--- src/rtl/mips_muldiv_pkg.sv ---
// rtl/mips_muldiv_pkg.sv - shared types and constants for the MULT/DIV sequencer
package mips_muldiv_pkg;

    // Operand/HI/LO width and iteration count; one quotient/product bit per iteration.
    localparam int MD_WIDTH = 32;
    localparam int MD_ITERS = 32;

    typedef enum logic [1:0] {
        OP_MULT  = 2'b00,
        OP_MULTU = 2'b01,
        OP_DIV   = 2'b10,
        OP_DIVU  = 2'b11
    } op_e;

    typedef enum logic [1:0] {
        IDLE = 2'b00,
        PREP = 2'b01,
        ITER = 2'b10,
        FIX  = 2'b11
    } state_e;

    // MULT and DIV are the signed variants (op bit 0 clear).
    function automatic logic op_is_signed(input op_e op);
        return ~op[0];
    endfunction

    function automatic logic op_is_div(input op_e op);
        return op[1];
    endfunction

endpackage

--- src/rtl/mult_div_sequencer_if.sv ---
// rtl/mult_div_sequencer_if.sv - issue/result bundle between the CPU core and the MULT/DIV sequencer
interface mult_div_sequencer_if #(
    parameter int WIDTH = mips_muldiv_pkg::MD_WIDTH
);
    logic             start;
    logic [1:0]       op;
    logic [WIDTH-1:0] op_a;
    logic [WIDTH-1:0] op_b;
    logic             mthi;
    logic             mtlo;
    logic [WIDTH-1:0] wdata;
    logic             busy;
    logic             done;
    logic             div_by_zero;
    logic [WIDTH-1:0] hi;
    logic [WIDTH-1:0] lo;

    // Core side: issues operations and MTHI/MTLO, reads HI/LO.
    modport master (
        output start, op, op_a, op_b, mthi, mtlo, wdata,
        input  busy, done, div_by_zero, hi, lo
    );

    // Sequencer side.
    modport slave (
        input  start, op, op_a, op_b, mthi, mtlo, wdata,
        output busy, done, div_by_zero, hi, lo
    );

endinterface

--- src/rtl/muldiv_step.sv ---
// rtl/muldiv_step.sv - one combinational iteration of shift-add multiply or restoring divide
module muldiv_step #(
    parameter int WIDTH = 32
) (
    input  logic             i_is_div,
    input  logic [WIDTH-1:0] i_upper,    // product upper half / partial remainder
    input  logic [WIDTH-1:0] i_lower,    // multiplier bits / dividend bits shifting into quotient
    input  logic [WIDTH-1:0] i_operand,  // multiplicand / divisor magnitude
    output logic [WIDTH-1:0] o_upper,
    output logic [WIDTH-1:0] o_lower
);

    // Multiply: the add keeps its carry in bit WIDTH so the right shift never loses it.
    logic [WIDTH:0] w_sum;
    // Divide: remainder shifted left with the next dividend bit; it is always below
    // 2*divisor, so bit WIDTH of the difference is a reliable sign.
    logic [WIDTH:0] w_rsh;
    logic [WIDTH:0] w_diff;
    logic           w_fit;

    assign w_sum  = {1'b0, i_upper} + (i_lower[0] ? {1'b0, i_operand} : {(WIDTH+1){1'b0}});
    assign w_rsh  = {i_upper, i_lower[WIDTH-1]};
    assign w_diff = w_rsh - {1'b0, i_operand};
    assign w_fit  = ~w_diff[WIDTH];

    // Select the next upper/lower pair for the active operation.
    always_comb begin
        o_upper = i_upper;
        o_lower = i_lower;
        if (i_is_div) begin
            o_upper = w_fit ? w_diff[WIDTH-1:0] : w_rsh[WIDTH-1:0];
            o_lower = {i_lower[WIDTH-2:0], w_fit};
        end else begin
            o_upper = w_sum[WIDTH:1];
            o_lower = {w_sum[0], i_lower[WIDTH-1:1]};
        end
    end

endmodule

--- src/rtl/mult_div_sequencer.sv ---
// rtl/mult_div_sequencer.sv - multi-cycle MULT/MULTU/DIV/DIVU sequencer owning HI/LO
module mult_div_sequencer
    import mips_muldiv_pkg::*;
#(
    parameter int WIDTH = MD_WIDTH,
    parameter int ITERS = MD_ITERS    // must equal WIDTH
) (
    input  logic                  clk,
    input  logic                  reset,
    mult_div_sequencer_if.slave   bus
);

    localparam int CNT_W = (ITERS > 1) ? $clog2(ITERS) : 1;

    state_e             r_state;
    op_e                r_op;
    logic [WIDTH-1:0]   r_a;
    logic [WIDTH-1:0]   r_b;
    logic [WIDTH-1:0]   r_operand;
    logic [WIDTH-1:0]   r_upper;
    logic [WIDTH-1:0]   r_lower;
    logic [CNT_W-1:0]   r_count;
    logic               r_neg_res;   // product sign, or quotient sign
    logic               r_neg_rem;   // remainder sign (follows the dividend)
    logic [WIDTH-1:0]   r_hi;
    logic [WIDTH-1:0]   r_lo;
    logic               r_busy;
    logic               r_done;
    logic               r_dbz;

    logic               w_signed;
    logic               w_is_div;
    logic [WIDTH-1:0]   w_abs_a;
    logic [WIDTH-1:0]   w_abs_b;
    logic [WIDTH-1:0]   w_step_upper;
    logic [WIDTH-1:0]   w_step_lower;
    logic [2*WIDTH-1:0] w_prod;
    logic [2*WIDTH-1:0] w_prod_fix;
    logic [WIDTH-1:0]   w_quot_fix;
    logic [WIDTH-1:0]   w_rem_fix;

    assign w_signed = op_is_signed(r_op);
    assign w_is_div = op_is_div(r_op);

    // Magnitudes for signed ops; -0x80000000 wraps to itself, which is the correct unsigned magnitude.
    assign w_abs_a = (w_signed && r_a[WIDTH-1]) ? -r_a : r_a;
    assign w_abs_b = (w_signed && r_b[WIDTH-1]) ? -r_b : r_b;

    assign w_prod     = {r_upper, r_lower};
    assign w_prod_fix = r_neg_res ? -w_prod : w_prod;
    assign w_quot_fix = r_neg_res ? -r_lower : r_lower;
    assign w_rem_fix  = r_neg_rem ? -r_upper : r_upper;

    muldiv_step #(
        .WIDTH     (WIDTH)
    ) u_step (
        .i_is_div  (w_is_div),
        .i_upper   (r_upper),
        .i_lower   (r_lower),
        .i_operand (r_operand),
        .o_upper   (w_step_upper),
        .o_lower   (w_step_lower)
    );

    // Sequencer FSM: latch, prepare magnitudes, iterate, then sign-fix and commit HI/LO.
    always_ff @(posedge clk) begin
        if (reset) begin
            r_state   <= IDLE;
            r_op      <= OP_MULT;
            r_a       <= '0;
            r_b       <= '0;
            r_operand <= '0;
            r_upper   <= '0;
            r_lower   <= '0;
            r_count   <= '0;
            r_neg_res <= 1'b0;
            r_neg_rem <= 1'b0;
            r_hi      <= '0;
            r_lo      <= '0;
            r_busy    <= 1'b0;
            r_done    <= 1'b0;
            r_dbz     <= 1'b0;
        end else begin
            r_done <= 1'b0;
            r_dbz  <= 1'b0;
            case (r_state)
                IDLE: begin
                    // MT writes land now; a coincident op overwrites both registers at FIX.
                    if (bus.mthi) r_hi <= bus.wdata;
                    if (bus.mtlo) r_lo <= bus.wdata;
                    if (bus.start) begin
                        r_op    <= op_e'(bus.op);
                        r_a     <= bus.op_a;
                        r_b     <= bus.op_b;
                        r_busy  <= 1'b1;
                        r_state <= PREP;
                    end
                end
                PREP: begin
                    r_operand <= w_is_div ? w_abs_b : w_abs_a;
                    r_lower   <= w_is_div ? w_abs_a : w_abs_b;
                    r_upper   <= '0;
                    r_neg_res <= w_signed & (r_a[WIDTH-1] ^ r_b[WIDTH-1]);
                    r_neg_rem <= w_signed & r_a[WIDTH-1];
                    r_count   <= CNT_W'(ITERS - 1);
                    r_state   <= ITER;
                end
                ITER: begin
                    r_upper <= w_step_upper;
                    r_lower <= w_step_lower;
                    if (r_count == '0) begin
                        r_state <= FIX;
                    end else begin
                        r_count <= r_count - 1'b1;
                    end
                end
                FIX: begin
                    if (w_is_div) begin
                        if (r_operand == '0) begin
                            r_dbz <= 1'b1;
                        end else begin
                            r_hi <= w_rem_fix;
                            r_lo <= w_quot_fix;
                        end
                    end else begin
                        r_hi <= w_prod_fix[2*WIDTH-1:WIDTH];
                        r_lo <= w_prod_fix[WIDTH-1:0];
                    end
                    r_done  <= 1'b1;
                    r_busy  <= 1'b0;
                    r_state <= IDLE;
                end
                default: r_state <= IDLE;
            endcase
        end
    end

    assign bus.busy        = r_busy;
    assign bus.done        = r_done;
    assign bus.div_by_zero = r_dbz;
    assign bus.hi          = r_hi;
    assign bus.lo          = r_lo;

endmodule

--- src/flat_wrapper.sv ---
// flat-port wrapper written by rule: the top's interface ports become plain ports
module mult_div_sequencer_flat import mips_muldiv_pkg::*;
#(
    parameter int WIDTH = MD_WIDTH,
    parameter int ITERS = MD_ITERS                       
)
  (clk, reset, bus_start, bus_op, bus_op_a, bus_op_b, bus_mthi, bus_mtlo, bus_wdata, bus_busy, bus_done, bus_div_by_zero, bus_hi, bus_lo);
  mult_div_sequencer_if #(.WIDTH(WIDTH)) bus_i ();
  input  logic clk;
  input  logic reset;
  input wire logic [$bits(bus_i.start)-1:0] bus_start;
  input wire logic [$bits(bus_i.op)-1:0] bus_op;
  input wire logic [$bits(bus_i.op_a)-1:0] bus_op_a;
  input wire logic [$bits(bus_i.op_b)-1:0] bus_op_b;
  input wire logic [$bits(bus_i.mthi)-1:0] bus_mthi;
  input wire logic [$bits(bus_i.mtlo)-1:0] bus_mtlo;
  input wire logic [$bits(bus_i.wdata)-1:0] bus_wdata;
  output wire logic [$bits(bus_i.busy)-1:0] bus_busy;
  output wire logic [$bits(bus_i.done)-1:0] bus_done;
  output wire logic [$bits(bus_i.div_by_zero)-1:0] bus_div_by_zero;
  output wire logic [$bits(bus_i.hi)-1:0] bus_hi;
  output wire logic [$bits(bus_i.lo)-1:0] bus_lo;
  assign bus_i.start = bus_start;
  assign bus_i.op = bus_op;
  assign bus_i.op_a = bus_op_a;
  assign bus_i.op_b = bus_op_b;
  assign bus_i.mthi = bus_mthi;
  assign bus_i.mtlo = bus_mtlo;
  assign bus_i.wdata = bus_wdata;
  assign bus_busy = bus_i.busy;
  assign bus_done = bus_i.done;
  assign bus_div_by_zero = bus_i.div_by_zero;
  assign bus_hi = bus_i.hi;
  assign bus_lo = bus_i.lo;
  mult_div_sequencer #(.WIDTH(WIDTH), .ITERS(ITERS)) u_core (.clk(clk), .reset(reset), .bus(bus_i));
endmodule
--- config.mk ---
export PLATFORM = sky130hd
export DESIGN_NAME = mult_div_sequencer_flat
export DESIGN_NICKNAME = d
export VERILOG_FILES = /design/src/rtl/mips_muldiv_pkg.sv /design/src/rtl/mult_div_sequencer_if.sv /design/src/rtl/muldiv_step.sv /design/src/rtl/mult_div_sequencer.sv /design/src/flat_wrapper.sv
export SDC_FILE = /design/constraint.sdc
export NUM_CORES = 1
export LEC_CHECK = 0
export ABC_AREA = 1
export ABC_CLOCK_PERIOD_IN_PS = 5860
export BUFFER_PORTS_ARGS = -buffer_cell sky130_fd_sc_hd__buf_2
export CAP_MARGIN = 20
export CORE_MARGIN = 5
export CORE_UTILIZATION = 55
export CTS_BUF_LIST = sky130_fd_sc_hd__clkbuf_4 sky130_fd_sc_hd__clkbuf_8 sky130_fd_sc_hd__clkbuf_16
export DETAILED_ROUTE_END_ITERATION = 6
export PLACE_DENSITY = 0.7
export SLEW_MARGIN = 0
export SYNTH_ARGS = -nofsm -noshare
export SYNTH_HDL_FRONTEND = slang
export SYNTH_SLANG_ARGS = --single-unit
--- constraint.sdc ---
create_clock -name clk -period 5.86 [get_ports clk]
set_input_delay 0.879 -clock clk [delete_from_list [all_inputs] [get_ports clk]]
set_output_delay 0.879 -clock clk [all_outputs]
set_load 0.1 [all_outputs]
; Word-level counts from Yosys, hierarchy flattened
; Cells that the tools add are included.
; W data, S select, Z words.
[totals]
regBits = 238
latchBits = 0
ram_bits = 0
romBits = 0
out_inout_bits = 67
elab_cells = 83
mem_count = 0
[op_classes]
add_sub_neg = 8
multipliers = 0
div_mod_pow = 0
n_lt_le_gt_ge = 0
n_eq_ne = 9
shifts = 0
mux = 30
bitwise_logic = 7
n_reduce_logical = 14
[op_table]
columns = op, n
row1 = $mux W32, 16
row2 = $pmux W32 S2, 4
row3 = $neg A32 Y32, 4
row4 = $mux W64, 1
row5 = $neg A64 Y64, 1
row6 = $add A32 B33 Y33, 1
row7 = $sub A33 B32 Y33, 1
row8 = $logic_not A32 Y1, 1
row9 = $pmux W5 S2, 1
row10 = $ne A2 B2 Y1 const B, 4
row11 = $pmux W2 S4, 1
row12 = $reduce_and A2 Y1, 4
row13 = $reduce_and A3 Y1, 2
row14 = $logic_not A5 Y1, 1
row15 = $mux W5, 1
row16 = $sub A5 B1 Y5 const B, 1
row17 = $eq A2 B2 Y1 const B, 2
row18 = $mux W2, 2
row19 = $not A1 Y1, 4
row20 = $reduce_bool A2 Y1, 2
row21 = $mux W1, 3
row22 = $ne A3 B3 Y1 const B, 1
row23 = $reduce_or A3 Y1, 1
row24 = $and A1 B1 Y1, 2
row25 = 6 further kinds, 7

; Longest topological paths before layout
; Gate-level depths: netlist of the first run.
[depth]
depth_word = 5
mapped_depth = 22

; Hierarchy
; From an unflattened synthesis of the first run, not the netlist that was laid out.
[unflattened]
cells_unflattened = 3646
hier_area_um2 = 20857.5
[modules_own_cells]
columns = mod, instances, cells_per_inst, area_per_inst_um2, seq_area_each_um2
row1 = mult_div_sequencer, 1, 2335, 14400.1, 4764.6
row2 = muldiv_step, 1, 1311, 6457.4, 0.0

; Worst setup path after synthesis of the first run
; OpenSTA, ideal clock, no wires.
[synth_timing]
path_kind = reg2reg
start = register u_core.r_lower[0]
end = register u_core.r_upper[17]
t_arrival_ps = 2337
required_ps = 5726
setup_slack_ps = 3390
stages_incl_launch_ff = 21
n_path_buf = 2
synth_period_minus_slack_ps = 2470
path_cell_list = dfxtp_1 > buf_6 > clkbuf_1 > nand2_1 > inv_1 > ha_1 > inv_1 > fa_1 > inv_1 > nand3_1 > nand2_1 > nand2_1 > nand2_1 > a21o_1 > nand2_1 > nand3_1 > nand2_1 > nor2_1 > nor2_1 > nand2_1 > a21oi_1
[synth_via]
elab_chain_cells = 4
[synth_rtl]
columns = element, line_no
row1 = "start, declared", mult_div_sequencer.sv:21  ; logic [WIDTH-1:0] r_lower;
row2 = "start signal, assigned", mult_div_sequencer.sv:101  ; r_lower <= w_is_div ? w_abs_a : w_abs_b;
row3 = "start signal, assigned", mult_div_sequencer.sv:110  ; r_lower <= w_step_lower;
row4 = $mux W32, muldiv_step.sv:21  ; assign w_sum = {1'b0, i_upper} + (i_lower[0] ? {1'b0, i_operand} : {(WIDTH+1){1'b0}});
row5 = $add A32 B33 Y33, muldiv_step.sv:21
row6 = $mux W32, muldiv_step.sv:30  ; if (i_is_div) begin
row7 = $pmux W32 S2, mult_div_sequencer.sv:86  ; case (r_state)
row8 = "end signal, assigned", mult_div_sequencer.sv:109  ; r_upper <= w_step_upper;
row9 = "end, declared", mult_div_sequencer.sv:20  ; logic [WIDTH-1:0] r_upper;
; No other way between the ends.
; A chain may end at the register's enable or synchronous reset.

; Worst setup path after layout of the first run
[layout_timing]
start = register u_core.r_state[0]
end = register u_core.r_lo[27] (netlist: u_core.bus.lo[27])
[layout_via]
elab_chain_cells = 3
elab_cells_between_ends = 7
[layout_rtl]
columns = element, line_no
row1 = "start, declared", mult_div_sequencer.sv:15  ; state_e r_state;
row2 = "start signal, assigned", mult_div_sequencer.sv:68  ; r_state <= IDLE;
row3 = "start signal, assigned", mult_div_sequencer.sv:96  ; r_state <= PREP;
row4 = "start signal, assigned", mult_div_sequencer.sv:106  ; r_state <= ITER;
row5 = $eq A2 B2 Y1 or $logic_not A2 Y1 (tied branches), mult_div_sequencer.sv:86
row6 = $ne A3 B3 Y1 (no source line) (tied with other cells), n/a
row7 = $reduce_and A3 Y1 (no source line), n/a
row8 = "end signal, assigned", mult_div_sequencer.sv:90  ; if (bus.mtlo) r_lo <= bus.wdata;
row9 = "end signal, assigned", mult_div_sequencer.sv:123  ; r_lo <= w_quot_fix;
row10 = "end signal, assigned", mult_div_sequencer.sv:127  ; r_lo <= w_prod_fix[WIDTH-1:0];
row11 = "end, declared", mult_div_sequencer.sv:26  ; logic [WIDTH-1:0] r_lo;
; Several ways; a longest one is shown, not always the timed one.

==> flow_summary.toml, run 1 <==
[synth]
syn_inst = 3527
synth_cell_types = 53
seq_area_frac_synth_pct = 23.5
async_reset_ff_share_pct = 0
postSynthNetCount = 3706
synth.cell_area_um2 = 20300
synth_area_leaders = "dfxtp_1 23%, nand2_1 17%, nand3_1 8.9%"
synth_top_flop_cell = "dfxtp_1"
yosysTopAreaCell = "dfxtp_1"
netlist_top_cells_count = "918 x nand2_1, 466 x inv_1, 360 x nand3_1"
synth_edf_count = 0
ys_ff_latch = 238
synth_top_area_share_pct = 23.5
yosys_warnings = 0
synth.most_common_cell = "nand2_1"
syn_area_per_cell_um2 = 5.75

[floorplan]
start_util_pct = 55.5
placementRows = 70
design.core.area_um2 = 36500
die_height_um = 202
fp.dieW_um = 202
die_area_um2 = 40800
io_pins = 170

[finish]
areaGrowthSynthToFinish_pct = 9.77
drive_above_1_share_pct = 8.68
fin_nets = 3775
fillCellCount = 3709

[grt]
grt_util_met2_pct = 58.2
grt_use_met3_pct = 7.48
first_global_vias = 22246
grt-ovfl-total = 0
antenna_found_initial = 3
top_usage_layer = "met2"
grt_max_degree = 119
grt_usage_pct = 37.2
grt_pass1_wl_um = 123000
grtUsageMet1_pct = 49.6

[worst_setup_path]
end_kind = "register"
critical_path_class = "register to register"
path_max_fanout = 54
required_ns = 6.36
r2r_slack_ns = 2.11
start_kind = "register"
rr_startpoint = "u_core.r_state[0]$_SDFFE_PP0P_"
reg2reg_to = "u_core.bus.lo[27]$_SDFFE_PP0P_"
cp.arrival_ns = 4.25
rr_worst_depth = 9

[clocking]
cts_hold_buf = 0
cts_root_buffer = "clkbuf_16"
cts_buffers = 28
cts_setup_buffers = 0
cts_max_path_buffers = 3
clk_pin_slew_ns = 0.07
htree_levels = 1
clock_sinks = 238
cts_resized = 0
cts_tree = "built"
clkLatencyLatePin_ns = 0.61

[timing]
setup_ws_ns = 2.11
worst_pin_slew_ns = 1.09
final.period_utilization_pct = 64.0
maxSlewHeadroom_pct = 27.0
final-setup-viol-count = 0
fin_tns_setup_ns = 0
period_minus_slack_ns = 3.75
rsz0062_at_grt = "no"
fmax_ghz = 0.267
hold_viol = 0
fin_skew_ns = 0.0379
slew_viol_final = 0

[routing]
drtIter0Drc = 2738
firstDrtPassIters = 7
avgRoutedWirePerCell_um = 19.7
remaining_drc_errors = 1
ant_nets = 0
via_per_inst = 6.02
routed_wirelength_um = 80600
vias = 24586

[run_status]
status = "complete, but fails checks"
violations = "DRC"

[pwr]
power.leakage_nw = 10.9
p_int_mw = 5.66
fin_total_pwr_mw = 14.4
seqPwrFrac_pct = 18.8
combPwrFrac_pct = 68.0
vdd_ir_drop_max_v = 0.000584
clock_power_share_pct = 13.2
swShare_pct = 60.7
power.switching_mw = 8.76
power.density_nw_per_um2 = 648

[hold_path]
holdPathEnd = "u_core.bus.lo[3]$_SDFFE_PP0P_"
hold_path.startpoint = "u_core.bus.lo[3]$_SDFFE_PP0P_"
hold_path_class = "register to register"
whs_path_depth = 2

[placement]
port_buffers = 169
routabilityCongestion = 1.04
dpl.hpwl_um = 61900
pre_cts_ws_ns = 2.36

[job]
cap_viol_max_count = 0
==> cell type report <==
type                            instances  area, um2  area share (%)
Clock buffer                           36        805            3.61
Inverter                              473       1780            7.98
Antenna cell                            1       2.50          0.0112
Timing Repair Buffer                  191       1010            4.54
Sequential cell                       238       4770            21.4
Tap cell                              468        586            2.63
Clock inverter                         16        199           0.893
Multi-Input combinational cell       2664      13100            58.9
==> layout by cell type, fill, tap and decap left out, types with 6 or more instances in the layout <==
cell type	n
xor2_1	54
nand3b_1	8
buf_4	22
nor3_1	51
clkbuf_8	7
inv_2	6
nand2_4	8
clkbuf_16	28
o21bai_1	17
nor4_1	8
nand3_1	360
nor2_2	12
clkinv_2	8
nand4_1	31
dfxtp_1	237
and2_1	7
nor2_1	334
a21oi_2	7
nand2_2	10
a31oi_1	20
buf_2	169
ha_1	73
inv_1	464
nand2_1	917
nand3_2	7
o21ai_0	293
o211ai_1	48
xnor2_1	8
a21oi_1	345
or2_2	10
==> registers in the layout, indices dropped and copies added, names as in the netlist <==
| register | count |
|---|---|
| u_core.bus.busy | 1 |
| u_core.r_a | 32 |
| u_core.r_upper | 32 |
| u_core.bus.hi | 32 |
| u_core.r_neg_res | 1 |
| u_core.r_state | 2 |
| u_core.bus.done | 1 |
| u_core.r_neg_rem | 1 |
| u_core.r_op | 2 |
| u_core.r_count | 5 |
| u_core.bus.lo | 32 |
| u_core.r_lower | 32 |
| u_core.r_operand | 32 |
| u_core.r_b | 32 |
| u_core.bus.div_by_zero | 1 |
==> worst max-delay path, stage by stage, from the launching register on <==
cell	delay, ns
dfxtp_1	0.41
inv_1	0.09
ha_1	0.29
buf_4	0.26
inv_2	0.08
buf_4	0.55
nand3_1	0.59
inv_1	0.90
o21ai_0	0.23
a21oi_1	0.19
==> power by group through the flow <==
stage	registers, mW	logic (mW)	clock network [mW]
after global placement	2.67	9.35	0
after CTS	2.67	9.56	1.91
after floorplan	4.03	5.83	0
final	2.71	9.81	1.91
after global routing	2.74	10.6	1.98
after detailed placement	2.69	9.50	0
==> stage by stage <==
step	cell area (um2)	cells	hold WS [ns]	util, %
2_1_floorplan	20300	3527	0.458	-
6_report	22300	4087	0.470	61.0
5_1_grt	22300	4086	0.490	61.0
4_1_cts	22300	4086	0.465	61.0
3_3_place_gp	21300	4034	0.452	58.2
3_5_place_dp	21300	4034	0.455	58.2
==> routing by layer <==
metal | up-vias | part of all wire (%) | wire (um)
li1 | 11655 | - | -
met1 | 11207 | 40 | 32500
met2 | 1457 | 44 | 35100
met3 | 267 | 11 | 8510
met4 | 0 | 5.6 | 4510
met5 | - | 0 | 0
==> worst max path at each step <==
stage               depth (start not counted)                              end                      startpoint  slack [ns]
floorplan                                  20  u_core.r_upper[17]$_SDFFE_PP0P_  u_core.r_lower[0]$_SDFFE_PP0P_        3.39
global placement                           10   u_core.bus.lo[18]$_SDFFE_PP0P_  u_core.r_state[0]$_SDFFE_PP0P_        2.47
detailed placement                          9   u_core.bus.lo[27]$_SDFFE_PP0P_  u_core.r_state[0]$_SDFFE_PP0P_        2.36
CTS                                         9   u_core.bus.lo[27]$_SDFFE_PP0P_  u_core.r_state[0]$_SDFFE_PP0P_        2.26
global route                                9   u_core.bus.lo[25]$_SDFFE_PP0P_  u_core.r_state[0]$_SDFFE_PP0P_        1.93
finish                                      9   u_core.bus.lo[27]$_SDFFE_PP0P_  u_core.r_state[0]$_SDFFE_PP0P_        2.11
==> cells by family (layout without fill, tap and decap cells) <==
| family | after synthesis | after routing | synth area share (%) |
|---|---|---|---|
| DFF | 238 | 238 | 23.5 |
| AOI/OAI and AO/OA | 758 | 758 | 20.2 |
| and+or+nand+nor | 1768 | 1768 | 37.0 |
| other | 0 | 1 | 0 |
| buffers and inverters | 625 | 716 | 11.9 |
| xor gates and xnor gates | 62 | 62 | 2.68 |
| adders and majority gates | 76 | 76 | 4.76 |
Note: power is estimated with default switching activity, not from simulation.
==> run 2, diff against run 1 <==
- ABC_AREA: 1 -> 0
- ABC_CLOCK_PERIOD_IN_PS: 5860 -> 3300
- PLACE_DENSITY: 0.7 -> 0.74
- clock period: 5.86 -> 3.3 ns (I/O delays scaled with it)
==> run 2 against run 1 <==
Net effect: the run now ends clean; die area down 15%; combinational power grew 27%; worst hold slack lost 0.31 ns; clock skew shrank 0.013 ns.
==> flow_summary.toml, run 2 <==
[grt]
grt_max_degree = 101
grt-ovfl-total = 0
antenna_found_initial = 1
first_global_vias = 17164
grt_usage_pct = 32.9
grt_pass1_wl_um = 94400

[finish]
fin_nets = 2665
final_cell_area_um2 = 20300
areaGrowthSynthToFinish_pct = 18.4
num_antenna_cells = 0
drive_above_1_share_pct = 18.5
layout_commonest_cell = "nand2_1"
mostFrequentLayoutCells = "290 x nand2_1, 269 x nor2_1, 236 x dfxtp_1"

[timing]
fin_tns_setup_ns = 0
final-setup-viol-count = 0
hold_viol = 0
final.period_utilization_pct = 96.8
worst_pin_slew_ns = 1.10
maxSlewHeadroom_pct = 26.6
slew_viol_final = 0
fin_skew_ns = 0.0253
period_minus_slack_ns = 3.20
fmax_ghz = 0.313

[worst_setup_path]
reg2reg_to = "u_core.bus.hi[23]$_SDFFE_PP0P_"
start_kind = "register"
cp.arrival_ns = 3.67
rr_worst_depth = 9
required_ns = 3.78
critical_path_class = "register to register"
r2r_slack_ns = 0.10
rr_startpoint = "u_core.r_lower[21]$_SDFFE_PP0P_"
end_kind = "register"
path_max_fanout = 5

[pwr]
vdd_ir_drop_max_v = 0.000578
seqPwrFrac_pct = 21.3
swShare_pct = 51.7
power.density_nw_per_um2 = 985
power.switching_mw = 10.4
p_int_mw = 9.67
power.leakage_nw = 8.95
clock_power_share_pct = 16.1
combPwrFrac_pct = 62.6

[floorplan]
placementRows = 64
design.core.area_um2 = 30700
die_height_um = 187
die_area_um2 = 34900
start_util_pct = 55.8
fp.dieW_um = 187
io_pins = 170

[clocking]
cts_root_buffer = "clkbuf_16"
cts_max_path_buffers = 3
clock_sinks = 238
clk_pin_slew_ns = 0.06
cts_tree = "built"
cts_hold_buf = 0
clkLatencyLatePin_ns = 0.57
cts_buffers = 28
htree_levels = 1

[synth]
netlist_top_cells_count = "291 x nand2_1, 270 x nor2_1, 238 x dfxtp_1"
postSynthNetCount = 2450
synth_edf_count = 0
syn_inst = 2271
syn_area_per_cell_um2 = 7.56
synth_cell_types = 82
seq_area_frac_synth_pct = 27.7
async_reset_ff_share_pct = 0
yosysTopAreaCell = "dfxtp_1"
synth.most_common_cell = "nand2_1"
synth_top_flop_cell = "dfxtp_1"
synth.cell_area_um2 = 17200
synth_top_area_share_pct = 27.7
ys_ff_latch = 238
synth_area_leaders = "dfxtp_1 28%, a21oi_1 6.5%, nand2_1 6.4%"
yosys_warnings = 0

[routing]
routed_wirelength_um = 60900
vias = 18171
remaining_drc_errors = 0
via_per_inst = 6.26
ant_nets = 0
avgRoutedWirePerCell_um = 21.0
drtIter0Drc = 1901
firstDrtPassIters = 6

[placement]
place_area_um2 = 19200
routabilityCongestion = 0.997
port_buffers = 169
dpl.hpwl_um = 46900

[job]
cap_viol_max_count = 0

[hold_path]
hold_path.startpoint = "bus_op_a[7]"
whs_path_depth = 3
holdPathEnd = "u_core.r_a[7]$_SDFFE_PP0P_"
hold_path_class = "input pin to register"

[run_status]
status = "finished clean"
## run 2: worst max path at each step
| stage | slack, ns | endpoint | startpoint |
|---|---|---|---|
| floorplan | 0.24 | u_core.r_upper[2]$_SDFFE_PP0P_ | u_core.r_lower[31]$_SDFFE_PP0P_ |
| global placement | 0.06 | u_core.r_upper[31]$_SDFFE_PP0P_ | u_core.r_lower[0]$_SDFFE_PP0P_ |
| detailed placement | -0.04 | u_core.r_upper[31]$_SDFFE_PP0P_ | u_core.r_lower[0]$_SDFFE_PP0P_ |
| CTS | 0.06 | u_core.r_upper[31]$_SDFFE_PP0P_ | u_core.r_lower[0]$_SDFFE_PP0P_ |
| global route | -0.007 | u_core.r_upper[24]$_SDFFE_PP0P_ | u_core.r_lower[0]$_SDFFE_PP0P_ |
| finish | 0.10 | u_core.bus.hi[23]$_SDFFE_PP0P_ | u_core.r_lower[21]$_SDFFE_PP0P_ |
## run 2: cell families after synthesis
group | Yosys count | share of synthesized area, %
buffers and inverters | 220 | 4.94
flip-flops | 238 | 27.7
XOR/XNOR | 172 | 8.77
AO/OA/AOI/OAI | 664 | 24.6
multiplexers | 86 | 6.36
AND/OR/NAND/NOR | 815 | 21.9
adder cells (fa/ha/maj) | 76 | 5.62
## run 2: power groups by stage
| stage | registers (mW) | logic [mW] | clock network, mW |
|---|---|---|---|
| floorplan | 6.36 | 6.79 | 0 |
| global placement | 4.26 | 12.0 | 0 |
| detailed placement | 4.30 | 12.2 | 0 |
| CTS | 4.24 | 12.3 | 3.24 |
| global route | 4.35 | 13.4 | 3.37 |
| finish | 4.27 | 12.5 | 3.22 |
## run 2: through the flow
stage	util [%]	cells	setup slack, ns	hold slack (ns)	power [mW]
6_report	66.1	2902	0.104	0.159	20.0
5_1_grt	66.1	2902	-0.00705	0.150	21.1
4_1_cts	65.7	2898	0.0550	0.138	19.8
3_5_place_dp	62.6	2848	-0.0370	0.449	16.5
3_3_place_gp	62.6	2848	0.0610	0.441	16.3
2_1_floorplan	-	2271	0.243	0.454	13.1
## run 2: cell type report
cell class                 instances  area [um2]
multi-input combinational       1813       11700
clock buffer                      36         773
timing repair inverter             1        7.51
fill                            2662       10400
inverter                          70         267
tap                              396         495
clock inverter                    14         188
timing repair buffer             334        2150
sequential                       238        4770
## run 2: per-layer routing
layer	global-route usage (%)	wire length, um	vias up	part of all wire (%)
li1	-	-	8569	-
met4	16.0	3200	0	5.3
met5	0	0	-	0
met1	43.6	24800	8459	41
met3	5.33	5630	182	9.3
met2	52.6	27300	961	45
## run 2: critical path: stages, from the launching register on
cell	delay, ns
dfxtp_1	0.31
nor4_1	0.84
nor2b_1	0.29
nand4_2	0.23
or4b_4	0.61
nor3_1	0.17
a211oi_1	0.08
xnor2_1	0.16
a211o_1	0.29
a21oi_1	0.12
## run 2: what timing repair did
action,in CTS,in global routing
gates cloned,0,1
buffers inserted,0,2
pin swaps,0,3
setup endpoints to repair,3,28
resized for setup,2,20
